### config.mk
export PLATFORM = sky130hd
export DESIGN_NAME = power_sweep_ctrl_flat
export DESIGN_NICKNAME = d
export VERILOG_FILES = /design/src/rtl/power_sweep_if.sv /design/src/rtl/power_sweep_ctrl.sv /design/src/flat_wrapper.sv
export SDC_FILE = /design/constraint.sdc
export NUM_CORES = 1
export LEC_CHECK = 0
export ABC_AREA = 1
export CORE_ASPECT_RATIO = 2
export CORE_MARGIN = 1
export CORE_UTILIZATION = 38
export CTS_CLUSTER_SIZE = 28
export DETAILED_ROUTE_END_ITERATION = 16
export DONT_BUFFER_PORTS = 1
export HOLD_SLACK_MARGIN = 0.12
export PLACE_DENSITY = 0.53
export SYNTH_ARGS = -nofsm -noshare
export SYNTH_HDL_FRONTEND = slang
export SYNTH_SLANG_ARGS = --single-unit
### constraint.sdc
create_clock -name clk -period 2.3 [get_ports clk]
set_input_delay 0.115 -clock clk [delete_from_list [all_inputs] [get_ports clk]]
set_output_delay 0.115 -clock clk [all_outputs]
set_load 0.03 [all_outputs]
### src/rtl/power_sweep_if.sv
// Handshake and stimulus bundle between the sweep controller and its
// characterisation harness.
interface power_sweep_if #(
  parameter int CNT_W = 8
);
  logic             start_i;
  logic             mode_i;
  logic             abort_i;
  logic [3:0]       vec_o;
  logic             vec_valid_o;
  logic             dut_out_i;
  logic             busy_o;
  logic             done_o;
  logic             res_valid_o;
  logic             res_ready_i;
  logic [CNT_W-1:0] ones_cnt_o;
  logic [CNT_W-1:0] toggle_cnt_o;
  logic [CNT_W-1:0] mismatch_cnt_o;

  modport master (
    output start_i, mode_i, abort_i, dut_out_i, res_ready_i,
    input  vec_o, vec_valid_o, busy_o, done_o, res_valid_o,
    input  ones_cnt_o, toggle_cnt_o, mismatch_cnt_o
  );

  modport slave (
    input  start_i, mode_i, abort_i, dut_out_i, res_ready_i,
    output vec_o, vec_valid_o, busy_o, done_o, res_valid_o,
    output ones_cnt_o, toggle_cnt_o, mismatch_cnt_o
  );
endinterface

### src/rtl/power_sweep_ctrl.sv
// Exhaustive 4-input stimulus sequencer with ones/toggle/mismatch activity
// counters and a valid/ready result port.
module power_sweep_ctrl #(
  parameter int PASSES = 4,
  parameter int CNT_W  = 8
) (
  input  logic          clk,
  input  logic          rst_n,
  power_sweep_if.slave  bus
);

  typedef enum logic [1:0] {IDLE, RUN, DRAIN, REPORT} state_t;

  localparam logic [CNT_W-1:0] CNT_MAX   = '1;
  localparam logic [7:0]       LAST_PASS = 8'(PASSES - 1);

  function automatic logic [3:0] order_vec(input logic [3:0] idx, input logic gray);
    return gray ? (idx ^ {1'b0, idx[3:1]}) : idx;
  endfunction

  function automatic logic golden(input logic [3:0] v);
    return ~(v[1] ^ v[2] ^ v[3]) & (v[0] | v[1]);
  endfunction

  function automatic logic [CNT_W-1:0] sat_inc(input logic [CNT_W-1:0] c, input logic en);
    return (en && (c != CNT_MAX)) ? c + CNT_W'(1) : c;
  endfunction

  state_t           state_q;
  logic             mode_q;
  logic [3:0]       idx_q;
  logic [7:0]       pass_q;
  logic [3:0]       vec_q;
  logic             vec_valid_q;
  logic             busy_q;
  logic             done_q;
  logic             res_valid_q;
  logic             samp_valid_q;
  logic             samp_q;
  logic             samp_exp_q;
  logic             prev_q;
  logic             have_prev_q;
  logic [CNT_W-1:0] ones_q;
  logic [CNT_W-1:0] tog_q;
  logic [CNT_W-1:0] mism_q;

  logic [CNT_W-1:0] ones_d;
  logic [CNT_W-1:0] tog_d;
  logic [CNT_W-1:0] mism_d;
  logic [3:0]       idx_d;
  logic             last_vec_s;

  // Saturating next values for the sample currently held in the sample stage
  always_comb begin
    ones_d     = sat_inc(ones_q, samp_q);
    mism_d     = sat_inc(mism_q, samp_q != samp_exp_q);
    tog_d      = sat_inc(tog_q, have_prev_q && (samp_q != prev_q));
    idx_d      = idx_q + 4'd1;
    last_vec_s = (idx_q == 4'd15) && (pass_q == LAST_PASS);
  end

  // Sweep FSM, sample stage and result counters
  always_ff @(posedge clk or negedge rst_n) begin
    if (!rst_n) begin
      state_q      <= IDLE;
      mode_q       <= 1'b0;
      idx_q        <= 4'd0;
      pass_q       <= 8'd0;
      vec_q        <= 4'd0;
      vec_valid_q  <= 1'b0;
      busy_q       <= 1'b0;
      done_q       <= 1'b0;
      res_valid_q  <= 1'b0;
      samp_valid_q <= 1'b0;
      samp_q       <= 1'b0;
      samp_exp_q   <= 1'b0;
      prev_q       <= 1'b0;
      have_prev_q  <= 1'b0;
      ones_q       <= '0;
      tog_q        <= '0;
      mism_q       <= '0;
    end else if (bus.abort_i) begin
      state_q      <= IDLE;
      idx_q        <= 4'd0;
      pass_q       <= 8'd0;
      vec_q        <= 4'd0;
      vec_valid_q  <= 1'b0;
      busy_q       <= 1'b0;
      done_q       <= 1'b0;
      res_valid_q  <= 1'b0;
      samp_valid_q <= 1'b0;
      have_prev_q  <= 1'b0;
      ones_q       <= '0;
      tog_q        <= '0;
      mism_q       <= '0;
    end else begin
      case (state_q)
        IDLE: begin
          done_q <= 1'b0;
          if (bus.start_i) begin
            state_q      <= RUN;
            mode_q       <= bus.mode_i;
            idx_q        <= 4'd0;
            pass_q       <= 8'd0;
            vec_q        <= order_vec(4'd0, bus.mode_i);
            vec_valid_q  <= 1'b1;
            busy_q       <= 1'b1;
            samp_valid_q <= 1'b0;
            have_prev_q  <= 1'b0;
            ones_q       <= '0;
            tog_q        <= '0;
            mism_q       <= '0;
          end
        end
        RUN: begin
          samp_valid_q <= 1'b1;
          samp_q       <= bus.dut_out_i;
          samp_exp_q   <= golden(vec_q);
          if (samp_valid_q) begin
            ones_q      <= ones_d;
            tog_q       <= tog_d;
            mism_q      <= mism_d;
            prev_q      <= samp_q;
            have_prev_q <= 1'b1;
          end
          if (last_vec_s) begin
            state_q     <= DRAIN;
            vec_q       <= 4'd0;
            vec_valid_q <= 1'b0;
          end else begin
            idx_q <= idx_d;
            vec_q <= order_vec(idx_d, mode_q);
            if (idx_q == 4'd15) begin
              pass_q <= pass_q + 8'd1;
            end
          end
        end
        DRAIN: begin
          if (samp_valid_q) begin
            ones_q      <= ones_d;
            tog_q       <= tog_d;
            mism_q      <= mism_d;
            prev_q      <= samp_q;
            have_prev_q <= 1'b1;
          end
          samp_valid_q <= 1'b0;
          state_q      <= REPORT;
          busy_q       <= 1'b0;
          done_q       <= 1'b1;
          res_valid_q  <= 1'b1;
        end
        REPORT: begin
          done_q <= 1'b0;
          if (bus.res_ready_i) begin
            state_q     <= IDLE;
            res_valid_q <= 1'b0;
          end
        end
        default: begin
          state_q     <= IDLE;
          vec_q       <= 4'd0;
          vec_valid_q <= 1'b0;
          busy_q      <= 1'b0;
          done_q      <= 1'b0;
          res_valid_q <= 1'b0;
        end
      endcase
    end
  end

  assign bus.vec_o          = vec_q;
  assign bus.vec_valid_o    = vec_valid_q;
  assign bus.busy_o         = busy_q;
  assign bus.done_o         = done_q;
  assign bus.res_valid_o    = res_valid_q;
  assign bus.ones_cnt_o     = ones_q;
  assign bus.toggle_cnt_o   = tog_q;
  assign bus.mismatch_cnt_o = mism_q;

endmodule

### src/flat_wrapper.sv
// flat-port wrapper written by rule: the top's interface ports become plain ports
module power_sweep_ctrl_flat 
#(
  parameter int PASSES = 4,
  parameter int CNT_W  = 8
)
  (clk, rst_n, bus_start_i, bus_mode_i, bus_abort_i, bus_dut_out_i, bus_res_ready_i, bus_vec_o, bus_vec_valid_o, bus_busy_o, bus_done_o, bus_res_valid_o, bus_ones_cnt_o, bus_toggle_cnt_o, bus_mismatch_cnt_o);
  power_sweep_if #(.CNT_W(CNT_W)) bus_i ();
  input  logic clk;
  input  logic rst_n;
  input wire logic [$bits(bus_i.start_i)-1:0] bus_start_i;
  input wire logic [$bits(bus_i.mode_i)-1:0] bus_mode_i;
  input wire logic [$bits(bus_i.abort_i)-1:0] bus_abort_i;
  input wire logic [$bits(bus_i.dut_out_i)-1:0] bus_dut_out_i;
  input wire logic [$bits(bus_i.res_ready_i)-1:0] bus_res_ready_i;
  output wire logic [$bits(bus_i.vec_o)-1:0] bus_vec_o;
  output wire logic [$bits(bus_i.vec_valid_o)-1:0] bus_vec_valid_o;
  output wire logic [$bits(bus_i.busy_o)-1:0] bus_busy_o;
  output wire logic [$bits(bus_i.done_o)-1:0] bus_done_o;
  output wire logic [$bits(bus_i.res_valid_o)-1:0] bus_res_valid_o;
  output wire logic [$bits(bus_i.ones_cnt_o)-1:0] bus_ones_cnt_o;
  output wire logic [$bits(bus_i.toggle_cnt_o)-1:0] bus_toggle_cnt_o;
  output wire logic [$bits(bus_i.mismatch_cnt_o)-1:0] bus_mismatch_cnt_o;
  assign bus_i.start_i = bus_start_i;
  assign bus_i.mode_i = bus_mode_i;
  assign bus_i.abort_i = bus_abort_i;
  assign bus_i.dut_out_i = bus_dut_out_i;
  assign bus_i.res_ready_i = bus_res_ready_i;
  assign bus_vec_o = bus_i.vec_o;
  assign bus_vec_valid_o = bus_i.vec_valid_o;
  assign bus_busy_o = bus_i.busy_o;
  assign bus_done_o = bus_i.done_o;
  assign bus_res_valid_o = bus_i.res_valid_o;
  assign bus_ones_cnt_o = bus_i.ones_cnt_o;
  assign bus_toggle_cnt_o = bus_i.toggle_cnt_o;
  assign bus_mismatch_cnt_o = bus_i.mismatch_cnt_o;
  power_sweep_ctrl #(.PASSES(PASSES), .CNT_W(CNT_W)) u_core (.clk(clk), .rst_n(rst_n), .bus(bus_i));
endmodule
==> metrics <==
First-pass DRT Iterations=4; PnR worst setup slack=0.3154 ns; pin count of the biggest net entering global routing=between 50 and 60; Antenna diodes=0; 1st-iter DRT viols=94; die area=approximately 0.0087 mm²; Max-Slew Margin vs Limit=about 39%; maxcap violations=0; cell taking the most area after synthesis=dfrtp_1; Syn Area/Cell=6.863 µm²; total gr overflow=0; Slew Limit Fails=0; P_leak=0.001734 µW; combinational power share=a little over a third; Yosys cell types=27; Post-synth ARST share=100.0%; worst-skew pair later-pin latency=between 0.2 and 0.3 ns; antenna viol nets, final=0; syn nets=approximately 480; CTS buffer count=5; hold-fix buffers at CTS=9; Fin. Hold Viols=0; Worst-Margin Slew=between 0.9 and 1 ns; post-DR vias/cell=~5.1; dpl ws=about 0.36 ns; EDFF count, synth=0; crit path time final=around 2.0 ns; Via Count=around 3000; share of cells above drive strength 1=7.867%; Tcrit/Tclk final=between 80 and 90%; RSZ-0062 raised after global routing=no; first-pass GRT wire length=roughly 14 mm; Row Count=46; CTS tree=built; PortBufs=0; htree depth=2; YS warnings=0; P&R area growth vs syn=13.10%; TNS Setup=0 ns; Top-Level Pins=39; Sw Ratio=44.75%; Total GRT Usage=approximately 20%; Setup CP Type=primary input to flip-flop; WL/cell=roughly 14 µm; residual DRC count=0; Worst VDD drop=0.4112 mV; postcts setup bufs=0; Max Fclk=~500 MHz; die width=66.59 µm; Setup-failing EPs final=0; internal power=about 1700 µW; vias in the first global route=about 2800; CP max FO=19; Total Nets Final=500; initial antenna violation count=0; sequential fraction of the synthesis area=41.04%; skew final=0.01017 ns; outcome=completed; Top FF cell, synth=dfrtp_1; Initial Util=39.63%; clk sinks=52; worst min-delay path class=primary input to flip-flop; sequential power share=41.1%; Mapped Area=roughly 0.0032 mm²; CP Launch Type=primary input; Finished Layout Cells=approximately 580; clock power share=approximately a quarter; GPL Wtd Cong=between 0.8 and 0.9; core area=0.008000 mm²; Psw=around 1400 µW; Die Height=about 130 µm; clock root buffer=clkbuf_16; post-DP HPWL=about 6.0 mm; Routed Wire Length=around 8.2 mm; post-CTS sizing=0; Clock Tree Buf Depth=2; Arrival @ worst endpoint=~2.2 ns; Worst setup EP type=flip-flop; register bit total from synthesis=between 50 and 60; critical path data required time=around 2.5 ns; Clock transition at path regs=roughly 0.070 ns; Synth area leaders=dfrtp_1 41%, nand2_1 21%, nand3_1 9.3%, nor2_1 6.3%, inv_1 4.4%; Inst Count DP=563; share of the synthesized area in the top cell type=between 40% and 50%; pwr dens=between 800 and 900 mW/mm²; synthesized instance count=462
==> critical path, stage by stage <==
cell           delay [ns]
dlygate4sd3_1        1.13
nor2_2               0.16
nand2_1              0.11
dlygate4sd3_1        0.56
o21ai_0              0.07
==> worst paths after layout <==
kind                       cells after the start  slack (ns)                           end                         start
max                                            5        0.32                 u_core.samp_q                   bus_abort_i
min reg2reg                                    2        0.49            u_core.have_prev_q            u_core.have_prev_q
min in group asynchronous                      2        0.32    u_core.bus.toggle_cnt_o[4]                         rst_n
min                                            3        0.13        u_core.bus.res_valid_o                   bus_abort_i
max reg2reg                                   10        0.36  u_core.bus.mismatch_cnt_o[5]  u_core.bus.mismatch_cnt_o[1]
max in group asynchronous                      2        1.71      u_core.bus.ones_cnt_o[3]                         rst_n
==> synth_stat cells (3+ instances only) <==
cell	instances
nand2_1	176
nand3_1	59
nor2_1	53
dfrtp_1	52
inv_1	37
o21ai_1	13
ha_1	10
o21ai_0	10
nand2_2	9
nand4_1	8
inv_2	6
o21bai_1	6
a21oi_1	3
clkbuf_1	3
==> per-stage QoR <==
| step | hold WS, ns | area [µm²] | utilization, % | total power, µW |
|---|---|---|---|---|
| after CTS | 0.1245 | 3586 | 44.82 | 3155 |
| final | 0.1276 | 3586 | 44.82 | 3114 |
| after global placement | -0.1793 | 3341 | 41.76 | 2360 |
| after global routing | 0.1507 | 3586 | 44.82 | 3334 |
| after floorplan | -0.1806 | 3171 | - | 2107 |
| after detailed placement | -0.1790 | 3341 | 41.76 | 2360 |
==> cell usage in the layout (no fill, tap or decap), drive strengths merged <==
master	n
o211ai	1
o21bai	6
buf	13
clkbuf	5
inv	43
nand3	60
dfrtp	52
nor3	1
xor2	2
nor4	2
xnor2	2
nand4	8
a21oi	3
ha	10
clkinv	2
o31ai	1
o21ai	23
nor2	55
clkinvlp	1
nand2	185
dlygate4sd3	8
==> sequential cells by signal, summed over array words and instances (netlist names), 2 cells and up <==
signal and count:
u_core.bus.vec_o 4, u_core.idx_q 4, u_core.bus.ones_cnt_o 8, u_core.bus.toggle_cnt_o 8, u_core.bus.mismatch_cnt_o 8, u_core.pass_q 8, u_core.state_q 2
==> kinds of logic (layout without fill, tap and decap cells) <==
| kind of cell | count (synthesis) | count (layout) | synth area share [%] |
|---|---|---|---|
| adders and majority gates | 10 | 10 | 3.946 |
| xor gates and xnor gates | 4 | 4 | 1.105 |
| DFF | 52 | 52 | 41.04 |
| buffers and inverters | 51 | 72 | 6.472 |
| AOI/OAI and AO/OA | 34 | 34 | 5.998 |
| and+or+nand+nor | 311 | 311 | 41.44 |
==> layout make-up <==
class	instances	area, µm²
fillers	850	4414
multi-input cells	359	1664
flip-flops and latches	52	1301
repair buffers	21	197.7
inverters	44	165.2
clock buffers	5	125.1
well taps	96	120.1
clock inverters	2	12.51
==> layer usage <==
metal	GRT usage, %	wire, µm	part of all wire, %
met5	0	0	0
met4	7.683	176	2.1
met3	3.472	184	2.2
met2	39.11	4726	58
met1	20.61	3110	38
==> power by group through the flow <==
stage / combinational [µW] / sequential [µW] / clock, µW
2_1_floorplan: 822 / 1280 / 0
3_3_place_gp: 1060 / 1300 / 0
3_5_place_dp: 1060 / 1300 / 0
4_1_cts: 1110 / 1280 / 763
5_1_grt: 1250 / 1300 / 788
6_report: 1100 / 1280 / 736
(Power assumes the default switching activity.)
